==> src/rtl/seg_scan_drv.sv <==
// seg_scan_drv
// Time-multiplexed scan driver for a multi-digit 7-segment display.
// All digit patterns are snapshotted once per frame, on the edge that
// lights digit 0, so a frame never shows a mix of old and new data.
// Each lit digit is preceded by a programmable blanking gap to suppress ghosting.
//
// Handshake: there is none. seg_in is a level input that is sampled only on the
// snapshot edge. en is a level enable: when it is low, the block returns to its
// reset sequence position on the next edge.
module seg_scan_drv #(
  parameter int DIGITS    = 4,
  parameter int SCAN_DIV  = 50000,
  parameter int BLANK_CYC = 500
) (
  input  logic                  clk,
  input  logic                  rst_n,
  input  logic                  en,
  input  logic [DIGITS*9-1:0]   seg_in,
  output logic [8:0]            seg_out,
  output logic [DIGITS-1:0]     dig_sel,
  output logic                  frame_start
);

  // The counter must also hold BLANK_CYC itself, because the first gap after
  // reset or restart is one cycle longer (see below).
  localparam int MAXC = (SCAN_DIV > BLANK_CYC) ? SCAN_DIV : BLANK_CYC;
  localparam int CW   = (MAXC < 2) ? 1 : $clog2(MAXC + 1);
  localparam int IW   = (DIGITS < 2) ? 1 : $clog2(DIGITS);

  localparam logic [CW-1:0] SCAN_LAST   = CW'(SCAN_DIV - 1);
  localparam logic [CW-1:0] BLANK_LAST  = CW'((BLANK_CYC > 0) ? BLANK_CYC - 1 : 0);
  localparam logic [CW-1:0] BLANK_FIRST = CW'(BLANK_CYC);
  localparam logic [IW-1:0] IDX_LAST    = IW'(DIGITS - 1);

  typedef enum logic {
    ST_BLANK = 1'b0,
    ST_SHOW  = 1'b1
  } state_t;

  state_t          state;
  logic [IW-1:0]   idx;
  logic [CW-1:0]   cnt;
  // Cleared by reset and by en low. Before the first digit is shown, the
  // reset cycle itself counts toward blanking. As a result, digit 0 first
  // lights on edge BLANK_CYC+1.
  logic            armed;
  logic [8:0]      shd [DIGITS];

  logic [IW-1:0]   idx_next;
  logic [IW-1:0]   show_idx;
  logic            blank_done;
  logic            show_done;
  logic            go_show;
  logic [8:0]      shd_sel;

  // Active-low one-cold select for digit i.
  function automatic logic [DIGITS-1:0] sel_of(input logic [IW-1:0] i);
    logic [DIGITS-1:0] s;
    s = '1;
    for (int k = 0; k < DIGITS; k++) begin
      if (i == IW'(k)) s[k] = 1'b0;
    end
    return s;
  endfunction

  // Next-digit arithmetic, end-of-phase detection and shadow readout.
  always_comb begin
    idx_next   = (idx == IDX_LAST) ? '0 : idx + IW'(1);
    show_idx   = (state == ST_SHOW) ? idx_next : idx;
    blank_done = armed ? (cnt == BLANK_LAST) : (cnt == BLANK_FIRST);
    show_done  = (cnt == SCAN_LAST);
    go_show    = ((state == ST_BLANK) && blank_done) ||
                 ((state == ST_SHOW) && show_done && (BLANK_CYC == 0));
    shd_sel    = '0;
    for (int k = 0; k < DIGITS; k++) begin
      if (show_idx == IW'(k)) shd_sel = shd[k];
    end
  end

  // Scan FSM, including its registered outputs and the per-frame snapshot.
  always_ff @(posedge clk or negedge rst_n) begin
    if (!rst_n) begin
      state       <= ST_BLANK;
      idx         <= '0;
      cnt         <= '0;
      armed       <= 1'b0;
      seg_out     <= '0;
      dig_sel     <= '1;
      frame_start <= 1'b0;
      for (int k = 0; k < DIGITS; k++) shd[k] <= '0;
    end else if (!en) begin
      // Restart position. shd is kept deliberately.
      state       <= ST_BLANK;
      idx         <= '0;
      cnt         <= '0;
      armed       <= 1'b0;
      seg_out     <= '0;
      dig_sel     <= '1;
      frame_start <= 1'b0;
    end else begin
      frame_start <= 1'b0;
      if (go_show) begin
        state   <= ST_SHOW;
        armed   <= 1'b1;
        cnt     <= '0;
        idx     <= show_idx;
        dig_sel <= sel_of(show_idx);
        if (show_idx == '0) begin
          // New frame: take the snapshot. Digit 0 comes straight from
          // seg_in, because shd[0] still holds the previous frame.
          for (int k = 0; k < DIGITS; k++) shd[k] <= seg_in[9*k +: 9];
          seg_out     <= seg_in[8:0];
          frame_start <= 1'b1;
        end else begin
          seg_out <= shd_sel;
        end
      end else if ((state == ST_SHOW) && show_done) begin
        state   <= ST_BLANK;
        cnt     <= '0;
        idx     <= idx_next;
        seg_out <= '0;
        dig_sel <= '1;
      end else begin
        cnt <= cnt + CW'(1);
      end
    end
  end

endmodule

==> config.mk <==
export PLATFORM = sky130hd
export DESIGN_NAME = seg_scan_drv
export DESIGN_NICKNAME = d
export VERILOG_FILES = /design/src/rtl/seg_scan_drv.sv
export SDC_FILE = /design/constraint.sdc
export NUM_CORES = 1
export LEC_CHECK = 0
export CAP_MARGIN = 20
export CORE_ASPECT_RATIO = 0.75
export CORE_MARGIN = 8
export CORE_UTILIZATION = 30
export CTS_BUF_LIST = sky130_fd_sc_hd__clkbuf_4
export DETAILED_ROUTE_END_ITERATION = 8
export PLACE_DENSITY_LB_ADDON = 0.15
export SYNTH_ARGS = -nofsm -noshare
export SYNTH_HDL_FRONTEND = slang
export SYNTH_SLANG_ARGS = --single-unit
==> constraint.sdc <==
create_clock -name clk -period 4.5 [get_ports clk]
set_input_delay 0.675 -clock clk [delete_from_list [all_inputs] [get_ports clk]]
set_output_delay 0.675 -clock clk [all_outputs]
set_load 0.005 [all_outputs]
Word level (Yosys, flattened, before mapping)
Cells that the tools add are included.
{"block": "word_totals", "register_bits": 61, "input_bits": 39, "word_cells": 57}
{"block": "classes", "bitwise": 1, "eq_ne": 9, "n_reduce_logical": 4, "add_sub_neg": 2, "mux": 31}
{"cell": "2-to-1 mux 9 bit", "count": 7}
{"cell": "2-to-1 mux 16 bit", "count": 3}
{"cell": "== test 16 x 9 -> 1 bit, second input constant", "count": 2}
{"cell": "adder 16 x 1 -> 16 bit, second input constant", "count": 1}
{"cell": "== test 16 bit, second input constant", "count": 1}
{"cell": "2-to-1 mux 1 bit", "count": 13}
{"cell": "2-to-1 mux 4 bit", "count": 3}
{"cell": "2-to-1 mux 2 bit", "count": 5}
{"cell": "== test 2 bit, second input constant", "count": 3}
{"cell": "!= test 3 x 1 -> 1 bit, second input constant", "count": 1}
{"cell": "AND reduction 3 bit", "count": 1}
{"cell": "adder 2 x 1 -> 2 bit, second input constant", "count": 1}
{"cell": "== test 2 x 1 -> 1 bit, second input constant", "count": 1}
{"cell": "logical AND 1 bit", "count": 2}
{"cell": "zero test 2 bit", "count": 1}
{"cell": "!= test 2 x 1 -> 1 bit, second input constant", "count": 1}
{"cell": "inverter 1 bit", "count": 1}

Longest topological paths before layout
Gate-level depths: netlist (run 1).
{"block": "depth", "ltp_word": 10, "mapped_depth": 7}

Least setup slack after synthesis (run 1)
OpenSTA, ideal clock, no wires.
{"block": "synth_path", "kind": "reg-to-reg", "start": "register cnt[1]", "end": "register shd[10] in the netlist's numbering", "path_stages_with_launch": 7, "path_buffers": 2, "arrival_time_ns": 2.476, "synth_period_minus_slack_ns": 2.602, "setup_slack_ns": 1.898, "path_cell_list": "dfrtp_1 > or4b_1 > a2111o_1 > or4b_1 > buf_4 > buf_6 > mux2_4"}
{"block": "synth_via", "elab_chain_cells": 4, "word_cells_on_any_way": 5, "cone_classes": "eq/ne: 2; mux: 1; reduce/logical: 2"}
{"item": "start: declaration", "line": "42", "source": "logic [CW-1:0] cnt;"}
{"item": "start signal: assignment", "line": "124", "source": "cnt <= cnt + CW'(1);"}
{"item": "== test 16 x 9 -> 1 bit", "line": "70", "source": "blank_done = armed ? (cnt == BLANK_LAST) : (cnt == BLANK_FIRST);"}
{"item": "2-to-1 mux 1 bit *", "line": "70"}
{"item": "logical AND 1 bit *", "line": "72", "source": "go_show = ((state == ST_BLANK) && blank_done) ||"}
{"item": "AND reduction 3 bit (no source line) *"}
{"item": "end: declaration", "line": "47", "source": "logic [8:0] shd [DIGITS];"}
Mark *: on every way between the ends. The rest lies on a longest branch, timed or not.
A chain may end at the register's enable or synchronous reset.

Final worst setup path (run 1)
{"block": "layout_path", "start": "register cnt[1]", "end": "register shd[17] in the netlist's numbering"}
The elaborated chain is that of the path after synthesis.

==> run metrics, run 1 <==
Worst setup EP type flip-flop; fmax 0.360 GHz; VDD IR max 0.135 mV; post-CTS sizing 0; critical path class reg2reg; Pwr Density 247 nW/um^2; total track usage 11.4%; Synth Area in Compound Gates 8.21%; Clock Latency Late Sink 0.40 ns; setup_tns 0 ns; dominant synthesized flop cell dfrtp_1; Post-Syn Area 3030 sq um; # DRC 0; gr ovfl total 0; Layout Cells excl Fill 431; post-route ant nets 0; initial antenna violation count 1; Die Wd 132 um; via count 2152; cells after synthesis 239; Avg Inst Size Synth 12.7 sq um; Final Skew 0.0148 ns; Slew Limit Fails 0; Worst Path Arrival 3.06 ns; status finished, final reports clean; Clk pin slew, worst setup/hold paths 0.10 ns; XOR/XNOR Fraction of Synth Area 3.18%; post-layout util 38.9%; proportion of synthesized area in mux cells 19.4%; Clock Power Share 34.2%; Pint 0.714 mW; largest net degree at the start of global routing 35; Die ar. 13600 sq um; Startpoint Class flip-flop; Slew @ Worst Pin 0.798 ns; vias in the first global route 2294; HP Class in2async; CTS H-tree lvls 3; IO buf count 52; yosys warns 0; syn nets 280; Root Buffer clkbuf_4; Yosys reg bits 61; total power 0.935 mW; I/O Pins 53; dpl hpwl 5190 um; Tmin final 2.78 ns; Max Cap Viol 0; fill cell total of the finished layout 951; DRT iter0 DRCs 88; wire per inst 16.9 um; CP max FO 28; Core Box Area 9740 sq um; global-route wire length before repair 12100 um; Synth top area share 47.0%; Die Ht 103 um; placed insts 413; Post-CTS Setup Bufs 0; Flop pwr share 59.2%; vias per cell 4.99; Psw 0.220 mW; Comb pwr share 6.7%; sequential-to-total area share from yosys stat 50.5%; num rows 31; final period utilization 61.8%; starting density of the core 31.2%; nets 334; overall routed net length 7270 um; TritonCTS buffer count 9; Async SR Flop Fraction 100%; drt pass-1 iters 4; adder-cell share of the synthesized area 0.825%; Switching Fraction 23.6%; P_leak 1.64 nW; synth cell count leaders 57 x dfrtp_1, 19 x mux2_4, 16 x nor3_1; CTS tree built; RSZ-0062 raised after global routing false; ranking of synthesized cells by area dfrtp_1 47%, mux2_4 9.4%, mux4_2 6.7%, dfstp_2 3.5%, mux2_2 3.3%; Simple-Gate Fraction of Synth Area 15.0%; Synth area leader dfrtp_1; GPL Wtd Cong 0.746; count leader, synth dfrtp_1; Post-CTS Hold Fix Bufs 0; clk sinks 61; EDFF count, synth 0; CTS max path bufs 2; Layout area overhead 24.8%; synth unique cells 45; Setup Viol. Count Final 0; Rel. slew slack 46.8%; CP Data Required Time 4.78 ns; largest family of logic cells by synthesized area multiplexers; share of cells above drive strength 1 21.1%; final-report hold violation count 0
-- routing by layer --
metal,vias up,global-route usage (%),wire length (um)
li1,1022,-,-
met1,1076,15.6,3780
met2,45,16.1,3100
met3,9,3.85,280
met4,0,5.19,108
met5,-,0,0
-- per-stage QoR --
stage	worst slack [ns]	hold slack, ns	area [sq um]
global placement	1.47	0.484	3670
global route	1.62	0.396	3790
detailed placement	1.38	0.492	3670
floorplan	1.90	0.379	3030
finish	1.72	0.354	3790
CTS	1.73	0.362	3780
-- power by group through the flow --
| stage | Combinational, mW | Clock (mW) | Sequential (mW) |
|---|---|---|---|
| after CTS | 0.0639 | 0.341 | 0.553 |
| after global placement | 0.0637 | 0 | 0.564 |
| after floorplan | 0.0131 | 0 | 0.563 |
| after detailed placement | 0.0636 | 0 | 0.564 |
| after global routing | 0.0686 | 0.357 | 0.554 |
| final | 0.0622 | 0.319 | 0.553 |
-- final cells by class --
type	instances	area, sq um	area share, %
Sequential cell	61	1530	40.4
Multi-Input combinational cell	160	1420	37.4
Timing Repair Buffer	56	546	14.4
Tap cell	132	165	4.36
Clock buffer	12	90.1	2.38
Inverter	5	18.8	0.496
Clock inverter	4	17.5	0.463
Antenna cell	1	2.50	0.0661
-- critical path: stages, from the launching register on --
cell      delay [ns]
dfrtp_1         0.43
or4b_1          0.54
a2111o_1        0.49
or4b_1          0.54
buf_4           0.29
mux2_4          0.35
-- sequential cells by signal, summed over array words and instances, names as in the netlist --
register and count:
shd 27, frame_start 1, cnt 16, idx 2, seg_out 9, armed 1, dig_sel 4, state 1
-- kinds of logic after synthesis --
logic type / after synthesis
muxes: 37
DFF: 61
xor gates and xnor gates: 11
buffers and inverters: 18
adders and majority gates: 2
AOI/OAI and AO/OA: 31
and+or+nand+nor: 79
-- path summary, 6_finish.rpt --
kind / start / end / slack (ns) / cells past startpoint
min in group clk: shd[2] / shd[2] / 0.51 / 1
worst min-delay path: rst_n / cnt[13] / 0.35 / 1
worst max register to register: cnt[1] / shd[17] / 1.72 / 5
worst max-delay path: cnt[1] / shd[17] / 1.72 / 5
worst min register to register: shd[2] / shd[2] / 0.51 / 1
max in group asynchronous: rst_n / dig_sel[1] / 3.23 / 2
-- cells in the final DEF, fill, tap and decap left out, types with 3 or more instances in the layout --
cell,count
dfrtp_1,57
clkdlybuf4s50_1,51
mux2_4,19
nor3_1,16
clkbuf_4,13
nand2_1,10
and2_1,10
mux2_2,9
mux4_2,9
a32o_1,9
nand3_1,8
nor4_1,6
xnor2_1,6
or4_1,5
inv_1,5
xor2_1,5
nor2_1,5
a21oi_1,4
dfstp_2,4
nand4_1,3
a211oi_1,3
a41oi_1,3
o21ai_0,3
buf_4,3
(Power assumes the default switching activity.)
==> run 2, diff against run 1 <==
clock period = 2.65 ns   (was 4.5 ns; I/O delays follow)
==> run metrics, run 2 (same netlist as run 1, synthesis figures left out) <==
IO buf count 52 (unchanged); drt pass-1 iters 4 (unchanged); Root Buffer clkbuf_4; Die Wd 132 um (unchanged); WP depth 5 (unchanged); clk sinks 61 (unchanged); Psw 0.383 mW (+74%); nets 351 (+5.1%); HP Class in2async; commonest non-fill, non-tap cell in the layout dfrtp_1; Die ar. 13600 sq um (unchanged); fill cell total of the finished layout 956 (+0.53%); Rel. slew slack 48.5% (+1.7 points); Switching Fraction 20.5% (-3.0 points); placed insts 430 (+4.1%); I/O Pins 53 (unchanged); vias in the first global route 2271 (-1.0%); Pint 1.48 mW (+110%); Slew Limit Fails 0 (unchanged); CTS H-tree lvls 3 (unchanged); global-route wire length before repair 12000 um (-0.74%); Clock Latency Late Sink 0.40 ns (about the same); initial antenna violation count 0 (-1); total track usage 11.2% (-0.26 points); Post-CTS Hold Fix Bufs 0 (unchanged); WP buf/inv 1 (unchanged); VDD IR max 0.154 mV (+14%); Flop pwr share 50.1% (-9.1 points); critical path class reg2reg; post-layout util 41.2% (+2.4 points); slowest cell delay on critical path 0.58 ns (+0.04 ns); ant diodes 0 (-1); CP endpoint shd[25]; post-CTS sizing 0 (unchanged); Most flops, register shd; TritonCTS buffer count 9 (unchanged); biggest regs shd: 27 flops, cnt: 16 flops, seg_out: 9 flops; Max Cap Viol 0 (unchanged); fmax 0.393 GHz (+9.2%); R2R cell count 5 (unchanged); RSZ-0062 raised after global routing false; Die Ht 103 um (unchanged); CP Data Required Time 2.92 ns (-1.86 ns); Worst R2R Setup Slack 0.10 ns (-1.62 ns); Startpoint Class flip-flop; post-route ant nets 0 (unchanged); Post-CTS Setup Bufs 0 (unchanged); DRT iter0 DRCs 112 (+27%); CTS tree built; Crit path max-delay family simple AND/OR/NAND/NOR gates; gr ovfl total 0 (unchanged); status finished, final reports clean; max reg flops 27 (unchanged); Critical R2R Launch armed; Worst setup EP type flip-flop; Slew @ Worst Pin 0.772 ns (-0.0261 ns); via count 2173 (+0.98%); Core Box Area 9740 sq um (unchanged); Pwr Density 465 nW/um^2 (+88%); Clock Power Share 43.8% (+9.6 points); Worst Path Arrival 2.82 ns (-0.24 ns); Final Skew 0.0209 ns (+0.00609 ns); starting density of the core 31.2% (unchanged); CTS max path bufs 2 (unchanged); setup_tns 0 ns (unchanged); critical path cell sequence or4b_1 -> a2111o_1 -> or4b_4 -> buf_12 -> mux2_4; Layout Cells excl Fill 447 (+3.7%); overall routed net length 7410 um (+2.0%); Tmin final 2.55 ns (-0.234 ns); Slowest cell on crit path or4b_4; CP max FO 14 (-50%); commonest non-fill, non-tap cells in the layout 57 x dfrtp_1, 51 x clkdlybuf4s50_1, 19 x mux2_4, 19 x buf_4, 16 x nor3_1; # DRC 0 (unchanged); vias per cell 4.86 (-2.6%); Layout area overhead 32.4%; Setup Viol. Count Final 0 (unchanged); largest net degree at the start of global routing 62 (+77%); Comb pwr share 6.1% (-0.6 points); P_leak 1.78 nW (+8.0%); CP Launch Point armed; GPL Wtd Cong 0.766 (+2.7%); R2R Path End shd[25]; final period utilization 96.1% (+34 points); num rows 31 (unchanged); Clk pin slew, worst setup/hold paths 0.10 ns (about the same); dpl hpwl 5210 um (+0.33%); share of cells above drive strength 1 25.7% (+4.6 points); wire per inst 16.6 um (-1.7%); final-report hold violation count 0 (unchanged)
==> run 2: cell count changes in the layout (fill, tap and decap cells not counted) <==
| cell | before | now |
|---|---|---|
| buf_12 | 0 | 1 |
| buf_4 | 3 | 19 |
| bufinv_16 | 0 | 3 |
| clkbuf_16 | 0 | 1 |
| clkbuf_4 | 13 | 10 |
| clkinv_2 | 2 | 1 |
| diode_2 | 1 | 0 |
| or4b_1 | 2 | 1 |
| or4b_4 | 0 | 1 |
==> run 2: power groups by stage <==
| stage | combinational, mW | clock (mW) | sequential [mW] |
|---|---|---|---|
| after CTS | 0.117 | 0.848 | 0.936 |
| after floorplan | 0.0222 | 0 | 0.956 |
| after global placement | 0.118 | 0 | 0.954 |
| final | 0.114 | 0.817 | 0.936 |
| after global routing | 0.126 | 0.881 | 0.937 |
| after detailed placement | 0.117 | 0 | 0.954 |
==> run 2: final cells by class <==
type	count	area (sq um)	share of cell area (%)
Sequential cell	61	1530	38.1
Multi-Input combinational cell	160	1420	35.3
Clock inverter	6	103	2.56
Inverter	5	18.8	0.467
Clock buffer	10	75.1	1.87
Tap cell	132	165	4.11
Timing Repair Buffer	73	703	17.5
==> run 2: worst min path at each step <==
stage          startpoint       to  slack [ns]  cells after the start
3_5_place_dp      shd[13]  shd[13]        0.49                      1
3_3_place_gp       shd[1]   shd[1]        0.49                      1
2_1_floorplan       rst_n    armed        0.10                      0
5_1_grt             rst_n  shd[22]        0.22                      2
6_report            rst_n  shd[18]        0.16                      2
4_1_cts             rst_n   shd[7]        0.16                      2
==> run 2: layer usage <==
metal / wire length, um / GRT usage, % / share of wire (%)
met5: 0 / 0 / 0
met3: 373 / 3.41 / 5.0
met2: 3200 / 16.5 / 43
met1: 3750 / 15.2 / 51
met4: 79 / 3.96 / 1.1
==> run 2: per-stage QoR <==
step / worst slack (ns) / power [mW] / hold slack [ns] / instance area [sq um]
after floorplan: 0.0484 / 0.978 / 0.102 / 3030
after global placement: 0.142 / 1.07 / 0.487 / 3810
after detailed placement: 0.107 / 1.07 / 0.492 / 3810
after CTS: 0.0907 / 1.90 / 0.161 / 3990
after global routing: 0.00109 / 1.94 / 0.216 / 4020
final: 0.103 / 1.87 / 0.164 / 4020
